## config.mk

```make
export PLATFORM = sky130hd
export DESIGN_NAME = frame_lock_detector
export DESIGN_NICKNAME = d
export VERILOG_FILES = /design/src/rtl/frame_lock_detector.sv
export SDC_FILE = /design/constraint.sdc
export NUM_CORES = 1
export LEC_CHECK = 0
export ABC_AREA = 1
export CORE_MARGIN = 2
export CORE_UTILIZATION = 40
export DETAILED_ROUTE_END_ITERATION = 16
export GPL_TIMING_DRIVEN = 0
export SYNTH_ARGS = -nofsm -noshare
export SYNTH_HDL_FRONTEND = slang
export SYNTH_SLANG_ARGS = --single-unit
```

## constraint.sdc

```tcl
create_clock -name pclk -period 2.4 [get_ports pclk]
set_input_delay 0.48 -clock pclk [delete_from_list [all_inputs] [get_ports pclk]]
set_output_delay 0.48 -clock pclk [all_outputs]
set_load 0.005 [all_outputs]
```

## src/rtl/frame_lock_detector.sv

```systemverilog
// frame_lock_detector: qualifies the camera sync stream (vsync/href) and
// raises `locked` after LOCK_FRAMES consecutive well-formed frames.
// Optional: define LOCK_ERR_CNT_EN to add the saturating err_cnt output.
//
// Two register stages: stage A detects edges, measures lines and snapshots
// the closing frame's verdict on vs_rise; stage B runs the lock FSM and
// drives the registered outputs. A frame boundary therefore shows up on the
// outputs two pclk edges after vsync_in is first sampled high.
module frame_lock_detector #(
    parameter int EXP_LINES       = 480,
    parameter int EXP_LINE_CYCLES = 1280,
    parameter int LOCK_FRAMES     = 3,
    parameter int TIMEOUT_CYCLES  = 1000000
) (
    input  logic        pclk,
    input  logic        rst,
    input  logic        vsync_in,
    input  logic        href_in,
    output logic        locked,
    output logic        frame_good,
    output logic        frame_bad,
    output logic [9:0]  last_lines,
    output logic [10:0] last_line_len
`ifdef LOCK_ERR_CNT_EN
    ,
    output logic [7:0]  err_cnt
`endif
);

    localparam logic [9:0]  EXP_NL  = 10'(EXP_LINES);
    localparam logic [10:0] EXP_LEN = 11'(EXP_LINE_CYCLES);
    localparam logic [3:0]  LOCK_N  = 4'(LOCK_FRAMES);
    localparam logic [19:0] TO_VAL  = 20'(TIMEOUT_CYCLES);

    typedef enum logic [1:0] {IDLE, ACQUIRE, LOCKED} state_t;

    // ---------------- stage A: edge detect and line/frame measurement
    logic        vs_q, hr_q;
    logic [10:0] len_cnt_q, len_cnt_d;
    logic [9:0]  line_cnt_q, line_cnt_d;
    logic        frame_err_q, frame_err_d;
    logic [10:0] last_line_len_q, last_line_len_d;
    logic [19:0] to_cnt_q, to_cnt_d;
    logic        close_q, close_good_q, close_good_d;
    logic [9:0]  close_lines_q, close_lines_d;
    logic        timeout_q, timeout_d;
    logic        vs_rise, hr_rise, hr_fall;
    logic [9:0]  lines_inc;
    logic        err_eff;

    assign vs_rise = vsync_in & ~vs_q;
    assign hr_rise = href_in & ~hr_q;
    assign hr_fall = ~href_in & hr_q;

    // Measure lines; a line ending on the boundary cycle belongs to the closing frame.
    always_comb begin
        len_cnt_d       = len_cnt_q;
        last_line_len_d = last_line_len_q;
        to_cnt_d        = to_cnt_q;
        close_good_d    = 1'b0;
        close_lines_d   = close_lines_q;
        timeout_d       = 1'b0;
        lines_inc       = line_cnt_q;
        err_eff         = frame_err_q;

        if (hr_rise)
            len_cnt_d = 11'd1;
        else if (href_in && len_cnt_q != 11'h7FF)
            len_cnt_d = len_cnt_q + 11'd1;

        if (hr_fall) begin
            last_line_len_d = len_cnt_q;
            if (line_cnt_q != 10'h3FF)
                lines_inc = line_cnt_q + 10'd1;
            if (len_cnt_q != EXP_LEN)
                err_eff = 1'b1;
        end
        if (hr_rise && vsync_in)
            err_eff = 1'b1;

        line_cnt_d  = lines_inc;
        frame_err_d = err_eff;

        if (vs_rise) begin
            close_lines_d = lines_inc;
            close_good_d  = (lines_inc == EXP_NL) && !err_eff;
            line_cnt_d    = 10'd0;
            frame_err_d   = 1'b0;
            to_cnt_d      = 20'd0;
        end else begin
            if (to_cnt_q != 20'hFFFFF)
                to_cnt_d = to_cnt_q + 20'd1;
            // Exact match gives a single event even while the counter saturates.
            timeout_d = (to_cnt_d == TO_VAL);
        end
    end

    // Stage A registers.
    always_ff @(posedge pclk) begin
        if (rst) begin
            vs_q            <= 1'b0;
            hr_q            <= 1'b0;
            len_cnt_q       <= '0;
            line_cnt_q      <= '0;
            frame_err_q     <= 1'b0;
            last_line_len_q <= '0;
            to_cnt_q        <= '0;
            close_q         <= 1'b0;
            close_good_q    <= 1'b0;
            close_lines_q   <= '0;
            timeout_q       <= 1'b0;
        end else begin
            vs_q            <= vsync_in;
            hr_q            <= href_in;
            len_cnt_q       <= len_cnt_d;
            line_cnt_q      <= line_cnt_d;
            frame_err_q     <= frame_err_d;
            last_line_len_q <= last_line_len_d;
            to_cnt_q        <= to_cnt_d;
            close_q         <= vs_rise;
            close_good_q    <= close_good_d;
            close_lines_q   <= close_lines_d;
            timeout_q       <= timeout_d;
        end
    end

    // ---------------- stage B: lock FSM and output registers
    state_t      state_q, state_d;
    logic [3:0]  good_cnt_q, good_cnt_d, good_cnt_inc;
    logic        locked_q, locked_d;
    logic        frame_good_q, frame_good_d;
    logic        frame_bad_q, frame_bad_d;
    logic [9:0]  last_lines_q, last_lines_d;
    logic        err_evt;

    assign good_cnt_inc = good_cnt_q + 4'd1;

    // Next state: sync loss wins; otherwise evaluate each frame close.
    always_comb begin
        state_d      = state_q;
        good_cnt_d   = good_cnt_q;
        locked_d     = locked_q;
        frame_good_d = 1'b0;
        frame_bad_d  = 1'b0;
        last_lines_d = last_lines_q;
        err_evt      = 1'b0;

        if (timeout_q && state_q != IDLE) begin
            state_d    = IDLE;
            good_cnt_d = 4'd0;
            locked_d   = 1'b0;
            err_evt    = 1'b1;
        end else if (close_q) begin
            last_lines_d = close_lines_q;
            case (state_q)
                IDLE: state_d = ACQUIRE;
                ACQUIRE: begin
                    if (close_good_q) begin
                        frame_good_d = 1'b1;
                        good_cnt_d   = good_cnt_inc;
                        if (good_cnt_inc >= LOCK_N) begin
                            state_d  = LOCKED;
                            locked_d = 1'b1;
                        end
                    end else begin
                        frame_bad_d = 1'b1;
                        good_cnt_d  = 4'd0;
                        err_evt     = 1'b1;
                    end
                end
                LOCKED: begin
                    if (close_good_q) begin
                        frame_good_d = 1'b1;
                    end else begin
                        frame_bad_d = 1'b1;
                        good_cnt_d  = 4'd0;
                        locked_d    = 1'b0;
                        state_d     = ACQUIRE;
                        err_evt     = 1'b1;
                    end
                end
                default: state_d = IDLE;
            endcase
        end
    end

    // Stage B registers.
    always_ff @(posedge pclk) begin
        if (rst) begin
            state_q      <= IDLE;
            good_cnt_q   <= '0;
            locked_q     <= 1'b0;
            frame_good_q <= 1'b0;
            frame_bad_q  <= 1'b0;
            last_lines_q <= '0;
        end else begin
            state_q      <= state_d;
            good_cnt_q   <= good_cnt_d;
            locked_q     <= locked_d;
            frame_good_q <= frame_good_d;
            frame_bad_q  <= frame_bad_d;
            last_lines_q <= last_lines_d;
        end
    end

`ifdef LOCK_ERR_CNT_EN
    logic [7:0] err_cnt_q, err_cnt_d;

    // Count bad frames and sync losses, saturating.
    always_comb begin
        err_cnt_d = err_cnt_q;
        if (err_evt && err_cnt_q != 8'hFF)
            err_cnt_d = err_cnt_q + 8'd1;
    end

    // Error counter register, cleared only by reset.
    always_ff @(posedge pclk) begin
        if (rst) err_cnt_q <= '0;
        else     err_cnt_q <= err_cnt_d;
    end

    assign err_cnt = err_cnt_q;
`else
    logic unused_err_evt;
    assign unused_err_evt = err_evt;
`endif

    assign locked        = locked_q;
    assign frame_good    = frame_good_q;
    assign frame_bad     = frame_bad_q;
    assign last_lines    = last_lines_q;
    assign last_line_len = last_line_len_q;

endmodule

```

==> results_dict.tcl <==
set metrics [dict create \
    crit_required_ns 2.69 \
    drc 0 \
    nFillCells 1028 \
    r2r-start "to_cnt_q[0]" \
    grt-ovfl-total 0 \
    drtAntennaViolNets 0 \
    htree_levels 3 \
    crit_path_start_kind "primary input" \
    syn_area_per_cell_um2 7.10 \
    yosysTopAreaCell "dfxtp_1" \
    grt_setup_unrepaired "no" \
    reg2reg_to "timeout_q" \
    crit_start "rst" \
    num_io_pins 28 \
    routed_wl_mm 8.63 \
    rows 36 \
    wl_per_cell_um 11.6 \
    hold_class "flop to flop" \
    synth_top_area_share_pct 43.0 \
    use_met1_pct 23.1 \
    synth_cell_types 32 \
    cts_resized 0 \
    finalHoldViolations 0 \
    drtIter0Drc 215 \
    layout-drive-gt1-share_pct 6.19 \
    busiest_layer "met2" \
    syn_inst 571 \
    grt_pass1_vias 3260 \
    end_kind "flop" \
    yosys_warnings 0 \
    status "completed" \
    start_util_pct 41.3 \
    mostFrequentLayoutCell "nand2_1" \
    routabilityCongestion 0.880 \
    maxCapViolations 0 \
    finalNetCount 623 \
    finalSetupViolations 0 \
    synth_compound_area_share_pct 10.8 \
    finalCriticalPeriod_ns 2.05 \
    place_hpwl_mm 6.54 \
    grt_usage_pct 16.8 \
    ys_seq_elements 87 \
    clock-root-buffer "clkbuf_8" \
    setup.worst_path.end "timeout_q" \
    ys_seq_area_share_pct 43.0 \
    grt_pass1_wl_mm 15.0 \
    cts_tree "done" \
    portBuffers 27 \
    dp_cells 731 \
    core_um2 9820 \
    ff2ff_setup_slack_ns 0.43 \
    final.setup_skew_ns 0.0137 \
    area_growth_pct 15.2 \
    vias 3498 \
    gr-usage-met2_pct 26.1 \
    die_y_um 105 \
    grt_max_degree 16 \
    leakage_uw 0.00182 \
    period_share_pct 85.4 \
    dieArea_um2 10900 \
    synth-xor-area-share_pct 4.54 \
    synth_top_family_by_area "simple AND/OR/NAND/NOR gates" \
    synthMuxAreaShare_pct 0 \
    post_cts_buffers 0 \
    n_antenna_cell 0 \
    dr.pass1.iters 4 \
    design_area_um2 4670 \
    yosys.area_share.simple_pct 30.5 \
    ctsHoldBuffers 0 \
    fmax_ghz 0.488 \
    dpl-instance-area_um2 4490 \
    holdWs_ns 0.457 \
    power-per-cell-area_nw_per_um2 557 \
    crit_fanout 8 \
    gr-usage-met3_pct 3.68 \
    final_cells 747 \
    tightest_slew_ns 0.694 \
    die_x_um 105 \
    crit_arrival_ns 2.34 \
    netlist_area_um2 4050 \
    relSlewSlack_pct 53.6 \
    layout_common_cells "114 x nand2_1, 98 x nor2_1, 87 x dfxtp_1, 68 x inv_1, 47 x o21ai_0" \
    synthTopCellsByArea "dfxtp_1 43%, nand2_1 11%, nor2_1 9.1%" \
    mappedNetlistNets 585 \
    ir_drop_v 0.000284 \
    routed_via_density 4.68 \
    insertion_delay_ns 0.35 \
    cts_made_buffers 9 \
    crit_type "primary input to flop" \
    synthAdderAreaFrac_pct 3.09 \
    clkSinkCount 87 \
    maxSlewViolCount 0 \
    antenna_found_initial 0 \
    path_clk_slew_ns 0.09 \
    clock_path_buffers 2 \
    reg2reg_depth 11 \
]
==> power by group <==
group / switching, uW / total, uW / internal (uW) / leakage [uW]
clock: 532 / 940 / 408 / 0.0000891
sequential: 19.9 / 1490 / 1470 / 0.000705
combinational: 97.4 / 169 / 71.3 / 0.00103
total: 649 / 2600 / 1950 / 0.00182
==> state kept, by name, indices dropped and copies added, names as in the netlist <==
signal and cells:
len_cnt_q 11, close_lines_q 10, last_lines 10, frame_err_q 1
frame_bad 1, close_good_q 1, last_line_len 11, vs_q 1
good_cnt_q 4, state_q 2, close_q 1, hr_q 1
line_cnt_q 10, locked 1, to_cnt_q 20, timeout_q 1
frame_good 1
==> cell type report <==
class / count / area, um2 / area share, %
multi-input cells: 400 / 1980 / 42.5
flip-flops and latches: 87 / 1740 / 37.3
plain buffers: 13 / 58.8 / 1.26
clock inverters: 6 / 42.5 / 0.911
inverters: 71 / 267 / 5.71
well taps: 133 / 166 / 3.56
repair buffers: 27 / 270 / 5.79
clock buffers: 10 / 138 / 2.95
==> per-layer routing <==
metal  up-vias  share of wire, %
met5         -                 0
met4         0               1.1
met3         5               2.8
met2        36                44
met1      1578                52
li1       1879                 -
==> worst min-delay path by stage <==
stage / from / to / slack [ns] / cells after the start
2_1_floorplan: close_lines_q[0] / close_lines_q[0] / 0.42 / 2
5_1_grt: close_lines_q[8] / close_lines_q[8] / 0.48 / 2
3_3_place_gp: locked / locked / 0.44 / 2
6_report: close_lines_q[8] / close_lines_q[8] / 0.46 / 2
4_1_cts: locked / locked / 0.46 / 2
3_5_place_dp: close_lines_q[5] / close_lines_q[5] / 0.44 / 2
==> Yosys cell counts <==
master,number
a211oi_1,2
a21boi_0,1
a21oi_1,33
a2bb2oi_1,1
and2_1,2
buf_1,1
buf_2,1
buf_6,1
clkbuf_1,9
clkbuf_2,1
dfxtp_1,87
ha_1,10
inv_1,68
inv_2,3
nand2_1,114
nand2_2,6
nand2_4,1
nand3_1,30
nand3_2,1
nand3b_1,8
nand4_1,8
nor2_1,98
nor2_2,4
nor2_4,3
nor3_1,5
nor4_1,2
o21a_1,1
o21ai_0,47
or2_1,1
or2_2,1
xnor2_1,7
xor2_1,14
==> cells by family after synthesis <==
group                    count (synthesis)
AO/OA/AOI/OAI                           85
XOR/XNOR                                21
adder cells (fa/ha/maj)                 10
buffers and inverters                   84
flip-flops                              87
AND/OR/NAND/NOR                        284
==> worst max-delay path, cell delays in order <==
cell and delay (ns):
clkdlybuf4s50_1 0.53, nor2_1 0.60, o21ai_0 0.18, nor2_1 0.17, nand3_1 0.11, nor2_1 0.09, nand3_1 0.09, nor2_1 0.09
==> per-stage QoR <==
stage | TNS [ns] | worst slack, ns | utilization, % | power (uW)
after floorplan | 0 | 0.788 | - | 1620
after global placement | -0.0131 | -0.0131 | 45.7 | 1690
after detailed placement | -0.0254 | -0.0169 | 45.7 | 1700
final | 0 | 0.349 | 47.5 | 2600
after CTS | 0 | 0.342 | 47.5 | 2630
after global routing | 0 | 0.124 | 47.5 | 2730
Power figures use the tool's default switching activity.
